`config.mk`:
```
export PLATFORM = sky130hd
export DESIGN_NAME = fifo_stream_reader
export DESIGN_NICKNAME = d
export VERILOG_FILES = /design/src/rtl/fifo_stream_reader.sv
export SDC_FILE = /design/constraint.sdc
export NUM_CORES = 1
export LEC_CHECK = 0
export ABC_AREA = 1
export CORE_MARGIN = 1
export CORE_UTILIZATION = 49
export CTS_CLUSTER_SIZE = 12
export DETAILED_ROUTE_END_ITERATION = 7
export GPL_TIMING_DRIVEN = 0
export PLACE_DENSITY = 0.78
export SYNTH_ARGS = -nofsm -noshare
export SYNTH_HDL_FRONTEND = slang
export SYNTH_SLANG_ARGS = --single-unit
```
`constraint.sdc`:
```
create_clock -name clk -period 2.9 [get_ports clk]
set_input_delay 0.725 -clock clk [delete_from_list [all_inputs] [get_ports clk]]
set_output_delay 0.725 -clock clk [all_outputs]
set_load 0.01 [all_outputs]
```
`src/rtl/fifo_stream_reader.sv`:
```
// fifo_stream_reader
// Pulls words out of a synchronous FIFO (one-cycle read latency) and
// presents them on a valid/ready stream through a 2-entry skid buffer.
// Reads are only requested when the buffer is guaranteed to have room
// for the returning word, so nothing is ever dropped or overwritten.
//
// Optional feature: define FIFO_RD_LAST_EN to build the burst counter
// that drives m_last every BURST_LEN beats. Without it m_last is tied
// low and BURST_LEN has no effect on the logic.
module fifo_stream_reader #(
  parameter int DATA_WIDTH = 8,
  parameter int BURST_LEN  = 4
) (
  input  logic                  clk,
  input  logic                  rst_n,
  input  logic                  en,
  input  logic                  flush,
  input  logic                  fifo_empty,
  output logic                  fifo_rd_en,
  input  logic [DATA_WIDTH-1:0] fifo_rd_data,
  output logic                  m_valid,
  input  logic                  m_ready,
  output logic [DATA_WIDTH-1:0] m_data,
  output logic                  m_last
);

  // Buffer occupancy encoding; code 2'd3 is never entered and recovers to empty.
  localparam logic [1:0] S_EMPTY = 2'd0;
  localparam logic [1:0] S_ONE   = 2'd1;
  localparam logic [1:0] S_TWO   = 2'd2;

  // Elaboration-time guard on the burst length range.
  if (BURST_LEN < 2 || BURST_LEN > 256) begin : g_bad_burst_len
    $error("fifo_stream_reader: BURST_LEN must be within 2..256");
  end

  logic [1:0]            occ_r;
  logic [1:0]            occ_nxt_s;
  logic                  pend_r;
  logic                  run_r;
  logic [DATA_WIDTH-1:0] buf0_r;
  logic [DATA_WIDTH-1:0] buf1_r;
  logic [DATA_WIDTH-1:0] buf0_nxt_s;
  logic [DATA_WIDTH-1:0] buf1_nxt_s;
  logic                  pop_s;
  logic                  capture_s;
  logic                  rd_en_s;
  logic [2:0]            credit_s;

  // Read request: occupancy plus the word in flight, less this cycle's pop,
  // must leave room for one more word. run_r holds reads off until the first
  // clock edge after reset release.
  always_comb begin
    pop_s     = (occ_r != S_EMPTY) & m_ready;
    credit_s  = {1'b0, occ_r} + {2'b00, pend_r} - {2'b00, pop_s};
    capture_s = pend_r & ~flush;
    if (run_r && en && !fifo_empty && !flush && (credit_s < 3'd2)) begin
      rd_en_s = 1'b1;
    end else begin
      rd_en_s = 1'b0;
    end
  end

  // Next buffer contents: buf0 is always the head beat, buf1 the one behind it.
  always_comb begin
    occ_nxt_s  = occ_r;
    buf0_nxt_s = buf0_r;
    buf1_nxt_s = buf1_r;
    if (flush) begin
      occ_nxt_s = S_EMPTY;
    end else begin
      case (occ_r)
        S_EMPTY: begin
          if (capture_s) begin
            buf0_nxt_s = fifo_rd_data;
            occ_nxt_s  = S_ONE;
          end else begin
            occ_nxt_s  = S_EMPTY;
          end
        end
        S_ONE: begin
          if (capture_s && pop_s) begin
            // Head leaves while the new word takes its place.
            buf0_nxt_s = fifo_rd_data;
            occ_nxt_s  = S_ONE;
          end else if (capture_s) begin
            buf1_nxt_s = fifo_rd_data;
            occ_nxt_s  = S_TWO;
          end else if (pop_s) begin
            occ_nxt_s  = S_EMPTY;
          end else begin
            occ_nxt_s  = S_ONE;
          end
        end
        S_TWO: begin
          if (pop_s) begin
            buf0_nxt_s = buf1_r;
            if (capture_s) begin
              buf1_nxt_s = fifo_rd_data;
              occ_nxt_s  = S_TWO;
            end else begin
              occ_nxt_s  = S_ONE;
            end
          end else begin
            // A capture cannot arrive here without a pop: no read was
            // issued while the buffer was already fully committed.
            occ_nxt_s = S_TWO;
          end
        end
        default: begin
          occ_nxt_s = S_EMPTY;
        end
      endcase
    end
  end

  // Buffer, occupancy, in-flight read flag and post-reset read gate.
  always_ff @(posedge clk or negedge rst_n) begin
    if (!rst_n) begin
      occ_r  <= S_EMPTY;
      pend_r <= 1'b0;
      run_r  <= 1'b0;
      buf0_r <= {DATA_WIDTH{1'b0}};
      buf1_r <= {DATA_WIDTH{1'b0}};
    end else begin
      occ_r  <= occ_nxt_s;
      pend_r <= rd_en_s;
      run_r  <= 1'b1;
      buf0_r <= buf0_nxt_s;
      buf1_r <= buf1_nxt_s;
    end
  end

  assign fifo_rd_en = rd_en_s;
  assign m_valid    = (occ_r != S_EMPTY);
  assign m_data     = buf0_r;

`ifdef FIFO_RD_LAST_EN
  localparam int CNT_W = (BURST_LEN > 1) ? $clog2(BURST_LEN) : 1;
  localparam logic [CNT_W-1:0] LAST_CNT = CNT_W'(BURST_LEN - 1);

  logic [CNT_W-1:0] cnt_r;

  // Burst beat counter: advances on every transfer, wraps after the last beat.
  always_ff @(posedge clk or negedge rst_n) begin
    if (!rst_n) begin
      cnt_r <= {CNT_W{1'b0}};
    end else if (flush) begin
      cnt_r <= {CNT_W{1'b0}};
    end else if (pop_s) begin
      if (cnt_r == LAST_CNT) begin
        cnt_r <= {CNT_W{1'b0}};
      end else begin
        cnt_r <= cnt_r + CNT_W'(1'b1);
      end
    end else begin
      cnt_r <= cnt_r;
    end
  end

  assign m_last = (occ_r != S_EMPTY) && (cnt_r == LAST_CNT);
`else
  assign m_last = 1'b0;
`endif

endmodule

```
Yosys cells after proc, flatten, opt, wreduce, memory -nomap -nowiden. Index checks and enable logic that the tools add are counted.

Add/sub/neg operators: 2. Magnitude comparators: 1. Equality and inequality tests: 6. Multiplexer cells: 17. Bitwise logic cells: 3. Reductions and logical operators: 13.

Operators by type and width (number): 2-to-1 mux 8 bit (6); one-hot mux 8 bit (3 select lines) (1); one-hot mux 8 bit (2 select lines) (1); 2-to-1 mux 2 bit (5); inequality test 2 bit (second input constant) (4); one-hot mux 2 bit (3 select lines) (1); logical AND 1 bit (5); AND reduction 5 bit (1); AND reduction 4 bit (1); nonzero test 2 bit (2); adder 2 x 1 -> 3 bit (1); less-than comparator 3 x 2 -> 1 bit (second input constant) (1); 2-to-1 mux 1 bit (3); nonzero test 3 bit (1); subtractor 3 x 1 -> 3 bit (1); bitwise AND 1 bit (2); == test 2 x 1 -> 1 bit (second input constant) (1); == test 2 bit (second input constant) (1); zero test 1 bit (2); zero test 2 bit (1); NOT 1 bit (1).

Register bits after elaboration: 20. Input port bits: 14. Output and inout port bits: 11. Logic and storage cells: 47.

Logic depth before layout (Yosys ltp).
Depth after elaboration: 7. Gate-level depth with buffers: 10. Depth with buffers taken out: 9.

Worst setup path after synthesis. OpenSTA, ideal clock, no wires.

Kind: in2out. Start: input m_ready. End: output fifo_rd_en. Arrival: 1.952 ns. Required time: 2.175 ns. Slack: 0.223 ns. Stages on the path: 6. Buffers on the path: 0. Path through: nand2_1 > nor2_1 > o21ai_0 > fa_1 > nand3b_1 > nor3_1.

Longest elaborated chain between the ends: 5.

Ends and longest elaborated chain: start: declaration (RTL line 22) `input logic m_ready,`; bitwise AND 1 bit (RTL line 54) `pop_s = (occ_r != S_EMPTY) & m_ready;`; subtractor 3 x 1 -> 3 bit (RTL line 55) `credit_s = {1'b0, occ_r} + {2'b00, pend_r} - {2'b00, pop_s};`; less-than comparator 3 x 2 -> 1 bit (RTL line 57) `if (run_r && en && !fifo_empty && !flush && (credit_s < 3'd2)) begin`; logical AND 1 bit (RTL line 57); 2-to-1 mux 1 bit (RTL line 57); end: declaration (RTL line 19) `output logic fifo_rd_en,`.

No other way between the ends.

Worst setup path in the final report.
Start: register occ_r[1]. End: output fifo_rd_en.

Longest elaborated chain between the ends: 6.

Ends and longest elaborated chain: start: declaration (RTL line 37) `logic [1:0] occ_r;`; start signal: assignment (RTL line 126) `occ_r <= occ_nxt_s;`; branches (longest 2 deep; another with adder 2 x 1 -> 3 bit); subtractor 3 x 1 -> 3 bit (*) (RTL line 55); less-than comparator 3 x 2 -> 1 bit (*) (RTL line 57); logical AND 1 bit (*) (RTL line 57); 2-to-1 mux 1 bit (*) (RTL line 57).

Every way passes the cells marked *.

==> run summary <==
outcome: finished with violations
failing checks: negative setup slack
die height: 49.6 um
TritonCTS clock tree: built
die width: 49.6 um
per-cell routed wire length: 12.7 um
Hold WC Path Type: reg2reg
post-synth top area share: 45.1%
most common cell in the synthesized netlist: nand2_1
Pint: 0.000512 W
period utilization: 100%
max cap viols: 0
RSZ-0062 raised after global routing: true
Fmax: 344 MHz
First-pass DRT Iterations: 4
Worst Tran Pin Value: 894 ps
core footprint: 2040 um^2
cts bufs inserted: 3
Nets: 199
die area: 2460 um^2
first-pass GRT wire length: 4.15 mm
pin count of the biggest net entering global routing: 21
Max FO, Critical Path: 4
Root Buffer: clkbuf_4
Synth cell types: 20
worst skew pair latency: 310 ps
Antenna Nets Post-Route: 0
GR Util All Layers: 22.5%
P_leak: 0.814 nW
routed wire length: 2.65 mm
Post-synth top cells: 60 x nand2_1, 28 x nand3_1, 20 x dfrtp_1, 6 x nor2_1
Worst Setup Start Kind: flip-flop
yosys warns: 0
P per Cell Area: 442 nW/um^2
ys async rst share: 100%
fin worst setup slack: -5.63 ps
Max IR drop VDD: 0.371 mV
clock share of power: 35.0%
via/cell ratio: 5.02
setup violators final: 1
flops & latches, synth: 20
Post-synth top flop: dfrtp_1
EDFF count, synth: 0
critical path class: reg2out
clk slew on worst S/H paths: 120 ps
GRT overflow: 0
Rel. slew slack: 40.2%
Diodes inserted: 0
layout cell share with drive strength beyond 1: 20.9%
drt drc: 0
initial antenna violation count: 0
Tmin final: 2910 ps
area leader, netlist: dfrtp_1
Crit. End Element: output port
Max clock buf depth: 2
row cnt: 16
routability congestion estimate: 0.784
Layout Skew: 0.586 ps
worst path arrival time: 2180 ps
# H-tree levels: 1
I/O pins: 25
dpl hpwl: 1.73 mm
Synth area leaders: dfrtp_1 45%, nand2_1 20%, nand3_1 13%
number of cells produced by synthesis: 143
sw frac: 24.7%
initial DRC count: 19
Reg power frac: 46.4%
Hold Path Stages: 2
Final Hold Vio Count: 0
Tot Pwr: 0.000679 W
Slew Limit Fails: 0
Req. time, crit path: 2170 ps
Area Growth Syn to Fin: 38.5%
syn avg cell area: 7.75 um^2
setup tns final: -5.63 ps
total number of vias: 1049
Comb power frac: 18.6%
FF-to-FF path depth: 10
Post-Syn Nets: 159
Initial Util: 54.3%
I/O Buffers: 23
Seq/Total Area, Yosys: 45.1%
Mapped Area: 1110 um^2
clk sinks: 20
vias in the first global route: 970
Switch Pwr: 0.000168 W
-- per-layer routing --
layer | vias up | share of wire (%) | track usage (%)
met5 | - | 0 | 0
met4 | 0 | 1.8 | 10.5
met3 | 6 | 4.9 | 3.40
met2 | 32 | 48 | 36.3
met1 | 476 | 45 | 29.4
li1 | 535 | - | -
-- power by group through the flow --
| stage | combinational [W] | clock, W | sequential [W] |
|---|---|---|---|
| global route | 0.000138 | 0.000247 | 0.000319 |
| floorplan | 0.0000369 | 0 | 0.000330 |
| detailed placement | 0.000123 | 0 | 0.000321 |
| finish | 0.000126 | 0.000238 | 0.000315 |
| CTS | 0.000124 | 0.000239 | 0.000315 |
| global placement | 0.000121 | 0 | 0.000319 |
-- worst max-delay path: stages (launching register included) --
cell      delay, ps
dfrtp_1         420
buf_6           140
inv_6            60
nand2_4          60
nand2_4          70
nor2_4           40
buf_6           110
fa_1            520
nand3b_1         90
nor3_2          190
buf_2           160
-- flip-flops by register name (all words and copies together) (netlist names) --
register and count:
occ_r 2, m_data 8, buf1_r 8, pend_r 1, run_r 1
-- worst paths after layout --
kind / slack (ps) / start / to
worst max register to register: 1020 / occ_r[1]$_DFF_PN0_ / pend_r$_DFF_PN0_
worst min register to register: 490 / buf1_r[2]$_DFFE_PN0P_ / buf1_r[2]$_DFFE_PN0P_
max in group asynchronous: 1410 / rst_n / occ_r[0]$_DFF_PN0_
worst max-delay path: -6 / occ_r[1]$_DFF_PN0_ / fifo_rd_en
worst min-delay path: 490 / buf1_r[2]$_DFFE_PN0P_ / buf1_r[2]$_DFFE_PN0P_
min in group asynchronous: 900 / rst_n / occ_r[1]$_DFF_PN0_
-- repair_timing --
item | CTS | global route
endpoints found under the setup margin | 1 | 1
resized for setup | 13 | 5
endpoints found under the hold margin | 0 | 0
hold buffers | 0 | 0
pin swaps | 2 | 4
setup buffers | 2 | 10
-- cells by family after synthesis --
| family | share of synthesized area [%] |
|---|---|
| AO/OA/AOI/OAI | 1.81 |
| adder cells (fa/ha/maj) | 2.93 |
| buffers and inverters | 6.09 |
| flip-flops | 45.1 |
| other | 0.677 |
| AND/OR/NAND/NOR | 43.3 |
-- placed cells by master (no fill, tap or decap), types with 2 or more instances in the layout --
cell / instances
nand2_1: 59
nand3_1: 28
clkdlybuf4s50_1: 21
dfrtp_1: 19
buf_4: 13
nor2_1: 5
buf_6: 4
nand2_4: 4
inv_1: 3
nor2_2: 3
a21oi_1: 3
clkbuf_4: 3
nor2_4: 2
conb_1: 2
buf_2: 2
-- cell type report --
class                           count  area (um^2)
Buffer                              5         48.8
Clock buffer                        3         22.5
Clock inverter                      1         30.0
Fill cell                         162          507
Inverter                            5         23.8
Multi-Input combinational cell    113          561
Sequential cell                    20          502
Tap cell                           27         33.8
Timing Repair Buffer               35          314
-- stage by stage --
step	std cells	hold slack, ps	setup WS, ps	instance area [um^2]	utilization (%)
6_report	209	487	-5.63	1540	75.2
5_1_grt	209	507	-138	1540	75.2
4_1_cts	199	490	10.5	1450	71.0
3_5_place_dp	193	459	-941	1370	67.2
3_3_place_gp	193	454	-895	1370	67.2
2_1_floorplan	143	429	223	1110	-
No activity file was read; power rests on OpenSTA's default activity.
